**config.mk**
```make
export PLATFORM = sky130hd
export DESIGN_NAME = mm_minmax_hold
export DESIGN_NICKNAME = d
export VERILOG_FILES = /design/src/rtl/mm_minmax_hold.sv
export SDC_FILE = /design/constraint.sdc
export NUM_CORES = 1
export LEC_CHECK = 0
export ABC_AREA = 0
export CORE_MARGIN = 5
export CORE_UTILIZATION = 53
export DETAILED_ROUTE_END_ITERATION = 7
export PLACE_DENSITY = 0.73
export RECOVER_POWER = 100
export SYNTH_ARGS = -nofsm -noshare
export SYNTH_HDL_FRONTEND = slang
export SYNTH_SLANG_ARGS = --single-unit
```
**constraint.sdc**
```tcl
create_clock -name clk -period 5.5 [get_ports clk]
set_clock_uncertainty 0.05 [all_clocks]
set_input_delay 0.825 -clock clk [delete_from_list [all_inputs] [get_ports clk]]
set_output_delay 0.825 -clock clk [all_outputs]
set_load 0.005 [all_outputs]
```
**src/rtl/mm_minmax_hold.sv**
```systemverilog
// Per-channel running min/max/last tracker with optional timed hold windows that freeze snapshots for display.
// Latency: one clk from sample strobe (live) or window end (hold) to the registered output.
// Backpressure: none; every strobe is accepted, and all channels may strobe in the same cycle.
module mm_minmax_hold #(
    parameter int DATA_W   = 12,
    parameter int CH_NR    = 2,
    parameter int CH_W     = (CH_NR > 1) ? $clog2(CH_NR) : 1,
    parameter int HOLD_W   = 27,
    parameter int HOLD_CNT = 100_000_000
) (
    input  logic                    clk,
    input  logic                    rst_n,
    input  logic                    clr_i,
    input  logic [CH_NR*DATA_W-1:0] din_i,
    input  logic [CH_NR-1:0]        din_update_i,
    input  logic [CH_W-1:0]         ch_sel_i,
    input  logic [1:0]              mode_i,
    input  logic                    hold_en_i,
    output logic [DATA_W-1:0]       dout_o,
    output logic                    dout_valid_o,
    output logic                    dout_update_o,
    output logic                    win_end_o
);

    localparam logic [HOLD_W-1:0] TIMER_LAST = HOLD_W'(HOLD_CNT - 1);

    // live accumulators
    logic [DATA_W-1:0] last_q [CH_NR];
    logic [DATA_W-1:0] last_d [CH_NR];
    logic [DATA_W-1:0] min_q  [CH_NR];
    logic [DATA_W-1:0] min_d  [CH_NR];
    logic [DATA_W-1:0] max_q  [CH_NR];
    logic [DATA_W-1:0] max_d  [CH_NR];
    logic [CH_NR-1:0]  acc_vld_q;
    logic [CH_NR-1:0]  acc_vld_d;

    // snapshots taken at each window end
    logic [DATA_W-1:0] snap_last_q [CH_NR];
    logic [DATA_W-1:0] snap_last_d [CH_NR];
    logic [DATA_W-1:0] snap_min_q  [CH_NR];
    logic [DATA_W-1:0] snap_min_d  [CH_NR];
    logic [DATA_W-1:0] snap_max_q  [CH_NR];
    logic [DATA_W-1:0] snap_max_d  [CH_NR];
    logic [CH_NR-1:0]  snap_vld_q;
    logic [CH_NR-1:0]  snap_vld_d;

    logic [HOLD_W-1:0] timer_q;
    logic [HOLD_W-1:0] timer_d;
    logic              win_end;
    logic              win_end_q;

    logic [DATA_W-1:0] sample [CH_NR];

    // output selection
    logic              sel_ok;
    logic [CH_W-1:0]   sel_idx;
    logic [DATA_W-1:0] src_last;
    logic [DATA_W-1:0] src_min;
    logic [DATA_W-1:0] src_max;
    logic              src_vld;
    logic [DATA_W-1:0] dout_q;
    logic [DATA_W-1:0] dout_d;
    logic              dout_valid_q;
    logic              dout_valid_d;
    logic              dout_update_q;
    logic              dout_update_d;

    // unpack the per-channel samples from the flat input bus
    always_comb begin
        for (int k = 0; k < CH_NR; k++) begin
            sample[k] = din_i[k*DATA_W +: DATA_W];
        end
    end

    // hold timer: free-runs 0..HOLD_CNT-1 while holding, parked at 0 otherwise
    always_comb begin
        win_end = hold_en_i && (timer_q == TIMER_LAST);
        timer_d = '0;
        if (hold_en_i && !win_end) begin
            timer_d = timer_q + 1'b1;
        end
    end

    // accumulator update; a sample coinciding with window end belongs to the closing window
    always_comb begin
        for (int k = 0; k < CH_NR; k++) begin
            last_d[k]      = last_q[k];
            min_d[k]       = min_q[k];
            max_d[k]       = max_q[k];
            acc_vld_d[k]   = acc_vld_q[k];
            snap_last_d[k] = snap_last_q[k];
            snap_min_d[k]  = snap_min_q[k];
            snap_max_d[k]  = snap_max_q[k];
            snap_vld_d[k]  = snap_vld_q[k];
            if (din_update_i[k]) begin
                last_d[k] = sample[k];
                if (!acc_vld_q[k] || (sample[k] < min_q[k])) begin
                    min_d[k] = sample[k];
                end
                if (!acc_vld_q[k] || (sample[k] > max_q[k])) begin
                    max_d[k] = sample[k];
                end
                acc_vld_d[k] = 1'b1;
            end
            if (win_end) begin
                snap_last_d[k] = last_d[k];
                snap_min_d[k]  = min_d[k];
                snap_max_d[k]  = max_d[k];
                snap_vld_d[k]  = acc_vld_d[k];
                // next sample re-seeds min/max; last is kept
                acc_vld_d[k]   = 1'b0;
            end
        end
    end

    // next output value from the post-update source so the result tracks its strobe by one cycle
    always_comb begin
        sel_ok  = (int'(ch_sel_i) < CH_NR);
        sel_idx = sel_ok ? ch_sel_i : '0;
        if (hold_en_i) begin
            src_last = snap_last_d[sel_idx];
            src_min  = snap_min_d[sel_idx];
            src_max  = snap_max_d[sel_idx];
            src_vld  = snap_vld_d[sel_idx];
        end else begin
            src_last = last_d[sel_idx];
            src_min  = min_d[sel_idx];
            src_max  = max_d[sel_idx];
            src_vld  = acc_vld_d[sel_idx];
        end
        dout_valid_d = sel_ok && src_vld;
        case (mode_i)
            2'b00:   dout_d = src_last;
            2'b01:   dout_d = src_min;
            2'b10:   dout_d = src_max;
            default: dout_d = src_max - src_min;
        endcase
        if (!dout_valid_d) begin
            dout_d = '0;
        end
        if (hold_en_i) begin
            dout_update_d = win_end;
        end else begin
            dout_update_d = sel_ok && din_update_i[sel_idx];
        end
    end

    // accumulator, snapshot and timer state; clear has priority over everything
    always_ff @(posedge clk or negedge rst_n) begin
        if (!rst_n) begin
            for (int k = 0; k < CH_NR; k++) begin
                last_q[k]      <= '0;
                min_q[k]       <= '0;
                max_q[k]       <= '0;
                snap_last_q[k] <= '0;
                snap_min_q[k]  <= '0;
                snap_max_q[k]  <= '0;
            end
            acc_vld_q  <= '0;
            snap_vld_q <= '0;
            timer_q    <= '0;
        end else if (clr_i) begin
            for (int k = 0; k < CH_NR; k++) begin
                last_q[k]      <= '0;
                min_q[k]       <= '0;
                max_q[k]       <= '0;
                snap_last_q[k] <= '0;
                snap_min_q[k]  <= '0;
                snap_max_q[k]  <= '0;
            end
            acc_vld_q  <= '0;
            snap_vld_q <= '0;
            timer_q    <= '0;
        end else begin
            for (int k = 0; k < CH_NR; k++) begin
                last_q[k]      <= last_d[k];
                min_q[k]       <= min_d[k];
                max_q[k]       <= max_d[k];
                snap_last_q[k] <= snap_last_d[k];
                snap_min_q[k]  <= snap_min_d[k];
                snap_max_q[k]  <= snap_max_d[k];
            end
            acc_vld_q  <= acc_vld_d;
            snap_vld_q <= snap_vld_d;
            timer_q    <= timer_d;
        end
    end

    // registered outputs, refreshed every cycle
    always_ff @(posedge clk or negedge rst_n) begin
        if (!rst_n) begin
            dout_q        <= '0;
            dout_valid_q  <= 1'b0;
            dout_update_q <= 1'b0;
            win_end_q     <= 1'b0;
        end else if (clr_i) begin
            dout_q        <= '0;
            dout_valid_q  <= 1'b0;
            dout_update_q <= 1'b0;
            win_end_q     <= 1'b0;
        end else begin
            dout_q        <= dout_d;
            dout_valid_q  <= dout_valid_d;
            dout_update_q <= dout_update_d;
            win_end_q     <= win_end;
        end
    end

    assign dout_o        = dout_q;
    assign dout_valid_o  = dout_valid_q;
    assign dout_update_o = dout_update_q;
    assign win_end_o     = win_end_q;

endmodule

```
-- Yosys cells after proc, flatten, opt, wreduce, memory -nomap -nowiden
Cells that the tools add are included.
- add/sub/neg operators: 2
- $lt $le $gt $ge: 6
- equal/unequal tests: 3
- multiplexer cells: 67
- bitwise logic cells: 1
- reductions and logical operators: 10
- operators by type and width (cell ; count):
    $mux W12 ; 39
    $mux W24 ; 6
    $mux W27 ; 2
    $pmux W12 S3 ; 1
    $add A27 B1 Y27 const B ; 1
    $eq A27 B27 Y1 const B ; 1
    $gt A12 B12 Y1 ; 2
    $lt A12 B12 Y1 ; 2
    $mux W1 ; 17
    $sub A12 B12 Y12 ; 1
    $logic_or A1 B1 Y1 ; 4
    $mux W2 ; 2
    $logic_not A1 Y1 ; 3
    $eq A2 B1 Y1 const B ; 1
    $eq A2 B2 Y1 const B ; 1
    $ge A2 B2 Y1 const B ; 1
    $logic_and A1 B1 Y1 ; 2
    $logic_not A2 Y1 ; 1
    $lt A1 B2 Y1 const B ; 1
    $not A1 Y2 ; 1
- flip-flop bits (word level): 190
- bits of input ports: 33
- output and inout port bits: 15
- word-level logic and storage cells: 108

-- Logic depth before layout (Yosys ltp)
Gate-level depths: netlist of the first run.
- word-level depth: 13
- gate-level depth with buffers: 23
- mapped depth without buffers: 21

-- Least setup slack after synthesis of the first run
Ideal clock, no wire load.
- path kind: input to register
- start point: input port din_i[6]
- end point: register dout_q[11], in the netlist dout_o[11]
- library setup time: 0.120 ns
- arrival time: 5.690 ns
- required time: 5.330 ns
- path slack: -0.361 ns
- stages on the path: 20
- path buffers: 1
- cells stage by stage: ha_1 and3_1 a211oi_1 a21oi_1 o311ai_1 clkbuf_1 mux2i_1 o22ai_1 nor3_1 inv_1 ha_1 nor2b_1 o31ai_1 a211oi_1 nor3_1 o21ai_0 a2111oi_0 a311oi_1 or3_1 and4_1
- cells in the longest elaborated chain, start to end: 13
- elaborated cells on any way between the ends: 28
- those cells by class: add/sub: 1; order compare: 2; mux: 23; reduce/logical: 2
- RTL lines (what ; line ; RTL):
    start, declared ; 14 ; input logic [CH_NR*DATA_W-1:0] din_i,
    $gt A12 B12 Y1 / $lt A12 B12 Y1 (equally long branches) ; 100, 97 ;
    $logic_or A1 B1 Y1, on equally long branches ; 100, 97 ;
    $mux W12, on equally long branches ; 100, 97 ;
    $mux W12 ; 95 ; if (din_update_i[k]) begin
    $mux W12 ; 105 ; if (win_end) begin
    $mux W12, on equally long branches (3 in a row) ; 123, 122 ;
    $mux W12 ; 120 ; if (hold_en_i) begin
    $sub A12 B12 Y12 ; 136 ; default: dout_d = src_max - src_min;
    $pmux W12 S3 * ; 132 ; case (mode_i)
    $mux W12 * ; 138 ; if (!dout_valid_d) begin
    $mux W12 * ; 196 ; end else if (clr_i) begin
    end signal, assigned ; 202 ; dout_q <= dout_d;
    end, declared ; 61 ; logic [DATA_W-1:0] dout_q;
Mark *: on every way between the ends. The rest lies on a longest branch, timed or not. The select of a mux whose other input is x is not followed.

-- Final worst setup path of the first run
- start point: input port din_i[7]
- end point: register dout_q[8], in the netlist dout_o[8]
Same word-level chain as after synthesis.

==> flow_summary.yaml, run 1 <==
logic_synthesis:
  netlist-cell-type-count: 74
  syn_inst: 1214
  async_flop_share_pct: 100
  ys.flop_type: "dfrtp_1"
  syn_area_sq_mm: 0.0112
  avgSynthCellArea_sq_um: 9.21
  yosysSeqAreaShare_pct: 42.5
  synth_edf_count: 0
  synth_fp_nets: 1306
  ys_ff_latch: 190
  ys_warn_count: 0
clock_tree:
  cts_tree: "built"
  post_cts_buffers: 0
  numCtsBuffers: 17
  cts_hold_buf: 0
  clk_pin_slew_ns: 0.08
  h-tree-depth: 4
  clk_path_buf_depth: 2
  root_buffer: "clkbuf_16"
  clk_latency_ns: 0.45
  cts_sinks: 190
finish:
  seqCellArea_sq_mm: 0.00475
  design_area_sq_mm: 0.0136
  nFillCells: 1743
  syn_to_final_growth_pct: 22.0
  drive_gt1_share_pct: 16.7
  finalNonFillerCells: 1671
  multiInputGateArea_sq_mm: 0.00596
  antennaDiodeCount: 0
  final_nets: 1475
  final_util_pct: 65.3
placed_design:
  hpwlAfterDp_mm: 24.3
  place.port_buffers: 47
  dp.cells: 1639
  postPlaceCellArea_sq_mm: 0.0130
  gp_congestion: 0.936
  place_ws_ns: -0.569
run:
  cap_violations: 5
sta:
  tns_ns: 0
  drv_slew: 362
  finalSetupViolCount: 0
  final.period_utilization_pct: 96.4
  slew_headroom_pct: -88.4
  fin_ws_ns: 0.198
  finalHoldViolCount: 0
  worst_slew_pin_slew_ns: 2.83
  max_freq_mhz: 189
  min_period_ns: 5.30
route:
  drtIter0Drc: 1045
  vias: 9909
  post_drt_wl_per_cell_microns: 20.0
  vias_per_cell: 5.93
  drt_wl_total_mm: 33.4
  drt_first_pass_iters: 6
  drc: 0
  ant_nets: 0
worst_setup_path:
  arrival_ns: 5.58
  worst_setup_path_start_kind: "input port"
  crit_required_ns: 5.78
  crit_fanout: 9
  worstSetupEndpointType: "flip-flop"
  path_class: "in -> reg"
die:
  design.core.area_sq_mm: 0.0209
  dieArea_sq_mm: 0.0241
  fp.dieW_microns: 155
  ios: 48
  row_count: 53
  die_h_microns: 155
  initial_core_util_pct: 53.5
grt:
  gr-total-overflow: 0
  antenna_found_initial: 0
  grt_pass1_wl_mm: 53.1
  grt_pass1_vias: 9841
  grt_max_degree: 114
  grt_usage_pct: 28.0
power_and_ir_drop:
  p_leak_nw: 6.35
  p_per_area_mw_per_mm2: 256
  irDropWorstVdd_mv: 0.257
worst_hold_path:
  min_path_type: "reg -> reg"
run_status:
  outcome: "complete, but fails checks"
  violations: "max-capacitance violations, max-slew violations"
layout by cell type, fill, tap and decap left out, types with 7 or more instances in the layout:
cell	instances
clkbuf_16	17
dfrtp_1	190
xor2_1	20
a31oi_1	8
o211ai_1	10
nor2b_1	26
clkbuf_1	12
clkdlybuf4s50_1	28
a211o_1	7
buf_4	158
dlygate4sd3_1	16
a21oi_1	69
mux2i_1	91
a21o_1	11
or3_1	12
nand2_1	75
nor2_1	219
mux2_2	7
nand3_1	17
xnor2_1	10
and3_1	10
inv_1	65
ha_1	58
o21ai_0	39
nand2b_1	8
a221oi_1	8
a211oi_1	46
nand4_1	12
nor3_1	17
power breakdown:
| part | internal (W) | switching, W | total [W] | leakage, nW |
|---|---|---|---|---|
| combinational | 0.000327 | 0.000429 | 0.000756 | 3.44 |
| clock | 0.000630 | 0.000655 | 0.00128 | 0.303 |
| sequential | 0.00144 | 0.0000215 | 0.00146 | 2.60 |
| total | 0.00239 | 0.00111 | 0.00350 | 6.35 |
registers in the layout, indices dropped and copies added, names as in the netlist:
signal	cells
timer_q	27
last_q	24
max_q	24
min_q	24
snap_last_q	24
snap_max_q	24
snap_min_q	24
dout_o	12
acc_vld_q	2
snap_vld_q	2
dout_update_o	1
dout_valid_o	1
win_end_o	1
cells by family after synthesis:
group,after synthesis,synth area share (%)
fa+ha+maj,59,6.67
mux,108,10.5
compound gates,265,16.0
xor+xnor,30,2.35
simple gates,426,17.2
buf+inv,136,4.78
flops,190,42.5
per-layer routing:
metal / vias up / share of wire, % / GRT usage (%)
met1: 4770 / 42 / 37.2
li1: 4630 / - / -
met2: 417 / 47 / 45.7
met4: 0 / 4.6 / 11.2
met3: 92 / 6.8 / 5.12
met5: - / 0 / 0
per-stage QoR:
step	hold WS [ns]	total power, W
CTS	0.437	0.00350
detailed placement	0.426	0.00222
finish	0.433	0.00350
global placement	0.419	0.00221
floorplan	0.397	0.00186
global route	0.466	0.00364
worst max-delay path: stages:
cell	delay, ns
clkdlybuf4s50_1	0.49
ha_1	0.34
and3_1	0.16
a211oi_1	0.24
a21oi_1	0.11
o311ai_2	0.34
buf_6	0.23
a21oi_2	0.10
a2111oi_0	0.58
nor3_1	0.14
ha_1	0.26
fa_1	0.40
nor2b_1	0.13
o21ai_0	0.12
a21boi_1	0.28
o41ai_2	0.13
xnor2_1	0.16
and2_1	0.18
a211o_1	0.26
o311a_1	0.11
layout make-up:
class / count / share of cell area [%]
Multi-Input combinational cell: 888 / 43.7
Sequential cell: 190 / 34.8
Timing Repair Buffer: 220 / 12.5
Clock buffer: 17 / 3.12
Tap cell: 275 / 2.52
Inverter: 66 / 1.82
Clock inverter: 15 / 1.46
synth_stat cells (all sizes together) (8+ instances only):
library cell | instances | area (sq um)
nor2 | 221 | 835
dfrtp | 190 | 4750
mux2i | 91 | 911
nand2 | 76 | 293
a21oi | 71 | 359
inv | 66 | 248
ha | 58 | 726
clkbuf | 54 | 203
a211oi | 47 | 353
o21ai | 43 | 215
nor2b | 26 | 163
nor3 | 20 | 105
xor2 | 20 | 175
nand3 | 17 | 85.1
buf | 16 | 83.8
nand4 | 12 | 75.1
or3 | 12 | 75.1
a21o | 11 | 82.6
mux2 | 11 | 124
a221oi | 10 | 111
and3 | 10 | 62.6
o211ai | 10 | 75.1
xnor2 | 10 | 87.6
a31oi | 8 | 50.1
nand2b | 8 | 50.1
path summary, 6_finish.rpt:
path,endpoint,start,slack [ns],cells after the start
worst max-delay path,dout_o[8],din_i[7],0.20,20
worst min-delay path,timer_q[0],timer_q[0],0.43,1
worst max register to register,dout_o[8],timer_q[10],0.21,17
worst min register to register,timer_q[0],timer_q[0],0.43,1
max in group asynchronous,max_q[15],rst_n,1.25,2
min in group asynchronous,timer_q[8],rst_n,1.24,1
what timing repair did:
action	4_1_cts	5_1_grt
setup endpoints to repair	2	3
resized for setup	5	12
cloned	0	0
pin swaps	1	2
(Power assumes the default switching activity.)
==> run 2, diff against run 1 <==
--- a/config.mk
+++ b/config.mk
@@ -11,6 +11,7 @@
 export DETAILED_ROUTE_END_ITERATION = 7
 export PLACE_DENSITY = 0.73
 export RECOVER_POWER = 100
+export SLEW_MARGIN = 20
 export SYNTH_ARGS = -nofsm -noshare
 export SYNTH_HDL_FRONTEND = slang
 export SYNTH_SLANG_ARGS = --single-unit
==> results of run 2 <==
Same layout as run 1: the final DEF is identical, and so are final timing and power.
==> run 3, diff against run 2 <==
--- a/config.mk
+++ b/config.mk
@@ -6,7 +6,6 @@
 export NUM_CORES = 1
 export LEC_CHECK = 0
 export ABC_AREA = 0
-export CORE_MARGIN = 5
 export CORE_UTILIZATION = 53
 export DETAILED_ROUTE_END_ITERATION = 7
 export PLACE_DENSITY = 0.73
==> flow_summary.yaml, run 3 (synthesis gave the netlist of run 1 again) <==
clock_tree:
  clk_pin_slew_ns: 0.07
  clk_path_buf_depth: 2
  numCtsBuffers: 17
  cts_sinks: 190
  clk_latency_ns: 0.45
  h-tree-depth: 4
  root_buffer: "clkbuf_16"
  cts_tree: "built"
finish:
  nFillCells: 1679
  seqCellArea_sq_mm: 0.00475
  final_util_pct: 67.0
  largest-register: "timer_q"
  final_cell_mix: "219 x nor2_1, 190 x dfrtp_1, 159 x buf_4, 89 x mux2i_1, 75 x nand2_1"
  syn_to_final_growth_pct: 22.4
  antennaDiodeCount: 0
  largest_reg_flops: 27
  multiInputGateArea_sq_mm: 0.00601
  drive_gt1_share_pct: 17.4
  layout_commonest_cell: "nor2_1"
  final_nets: 1479
worst_setup_path:
  slowest_delay_ns: 0.45
  arrival_ns: 5.48
  r2r-end: "dout_o[11]"
  ff2ff_setup_slack_ns: 0.36
  worst_setup_path_start_kind: "input port"
  cp_common_cell: "buf_4"
  timing.rr.start: "timer_q[10]"
  path_class: "in -> reg"
  crit_fanout: 4
  cp_cell_sequence: "clkdlybuf4s50_1, buf_4, ha_1, a211o_1, o211ai_1, a21oi_1, o31ai_2, buf_4, buf_4, mux2i_1, o21ai_0, nand2_1, o221ai_1, ha_1, nor3_1, a211oi_2, nor3_2, o21ai_2, a2111oi_2, a311oi_1, or3_1, and4_1"
  slowest_stage: "clkdlybuf4s50_1"
  crit_required_ns: 5.78
  r2r.worst_path.cells: 18
  worstSetupEndpointType: "flip-flop"
  critPathBufInv: 4
  cp_top_family: "compound AO/OA/AOI/OAI gates"
die:
  dieArea_sq_mm: 0.0217
  fp.dieW_microns: 147
  row_count: 52
  ios: 48
  design.core.area_sq_mm: 0.0204
  die_h_microns: 147
  initial_core_util_pct: 54.7
run:
  cap_violations: 4
sta:
  worst_slew_pin_slew_ns: 4.04
  drv_slew: 285
  fin_hold_ws_ns: 0.430
  finalHoldViolCount: 0
  max_freq_mhz: 192
  min_period_ns: 5.20
  finalSetupViolCount: 0
  final.period_utilization_pct: 94.5
  slew_headroom_pct: -169
placed_design:
  hpwlAfterDp_mm: 25.0
  gp_congestion: 0.929
  place.port_buffers: 47
worst_hold_path:
  hold-path-endpoint: "timer_q[0]"
  hold_path.startpoint: "timer_q[0]"
  min_path_cells: 1
  min_path_type: "reg -> reg"
route:
  dr_wl_met2_mm: 16.0
  vias: 9910
  routed.top_layer: "met4"
  drtIter0Drc: 889
  ant_nets: 0
  drt-met1-wl_mm: 14.2
  post_drt_wl_per_cell_microns: 20.3
  drt_wl_total_mm: 33.9
  drt_first_pass_iters: 5
  drc: 0
  vias_per_cell: 5.93
  met3WireLength_mm: 2.36
grt:
  grt_max_degree: 123
  grt_pass1_wl_mm: 53.3
  antenna_found_initial: 0
  gr-total-overflow: 0
  grt_pass1_vias: 9789
  grt_usage_pct: 32.4
run_status:
  outcome: "complete, but fails checks"
  violations: "max-capacitance violations, max-slew violations"
power_and_ir_drop:
  p_per_area_mw_per_mm2: 251
  p_leak_nw: 6.34
  irDropWorstVdd_mv: 0.216
## run 3: cell count changes in the layout (fill, tap and decap cells not counted), moves of 3 or more
cell      before  now
clkinv_8       5    2
inv_6          0    4
inv_8          6    3
o21ai_1        2    5
## run 3: worst max path at each step
stage / from / endpoint / slack, ns / cells after the start
after floorplan: din_i[6] / dout_o[11] / 0.05 / 20
after global placement: din_i[17] / dout_o[11] / -0.37 / 23
after detailed placement: din_i[17] / dout_o[11] / -0.45 / 22
after CTS: din_i[17] / dout_o[11] / 0.007 / 23
after global routing: din_i[5] / dout_o[11] / -0.02 / 24
final: din_i[17] / dout_o[11] / 0.30 / 22
## run 3: metal layers
layer | vias to the layer above | GRT usage, %
met2 | 373 | 52.9
li1 | 4636 | -
met4 | 0 | 13.7
met1 | 4832 | 42.3
met5 | - | 0
met3 | 69 | 6.24
## run 3: cell type report
cell class / instances / share of cell area [%]
Inverter: 66 / 1.81
Timing Repair Buffer: 224 / 12.9
Tap cell: 270 / 2.47
Clock inverter: 15 / 1.08
Sequential cell: 190 / 34.7
Clock buffer: 17 / 3.11
Multi-Input combinational cell: 888 / 43.9
## run 3: timing repair
item / 4_1_cts / 5_1_grt
hold buffers: 0 / 0
endpoints found under the setup margin: 1 / 3
resized for setup: 2 / 23
pin swaps: 0 / 7
hold endpoints to repair: 0 / 0
setup buffers: 0 / 2
## run 3: per-stage QoR
stage	worst slack [ns]	TNS, ns	std cells	instance area [sq um]	power [W]
finish	0.300	0	1670	13700	0.00344
global route	-0.0170	-0.0170	1670	13700	0.00358
CTS	0.00739	0	1668	13600	0.00343
detailed placement	-0.446	-0.970	1636	13100	0.00223
global placement	-0.368	-0.752	1636	13100	0.00222
floorplan	0.0455	0	1214	11200	0.00186
## run 3: where the power goes
part	total, W	leakage (nW)	internal (W)	switching (W)
clock	0.00122	0.276	0.000603	0.000612
sequential	0.00146	2.60	0.00144	0.0000218
combinational	0.000767	3.46	0.000332	0.000435
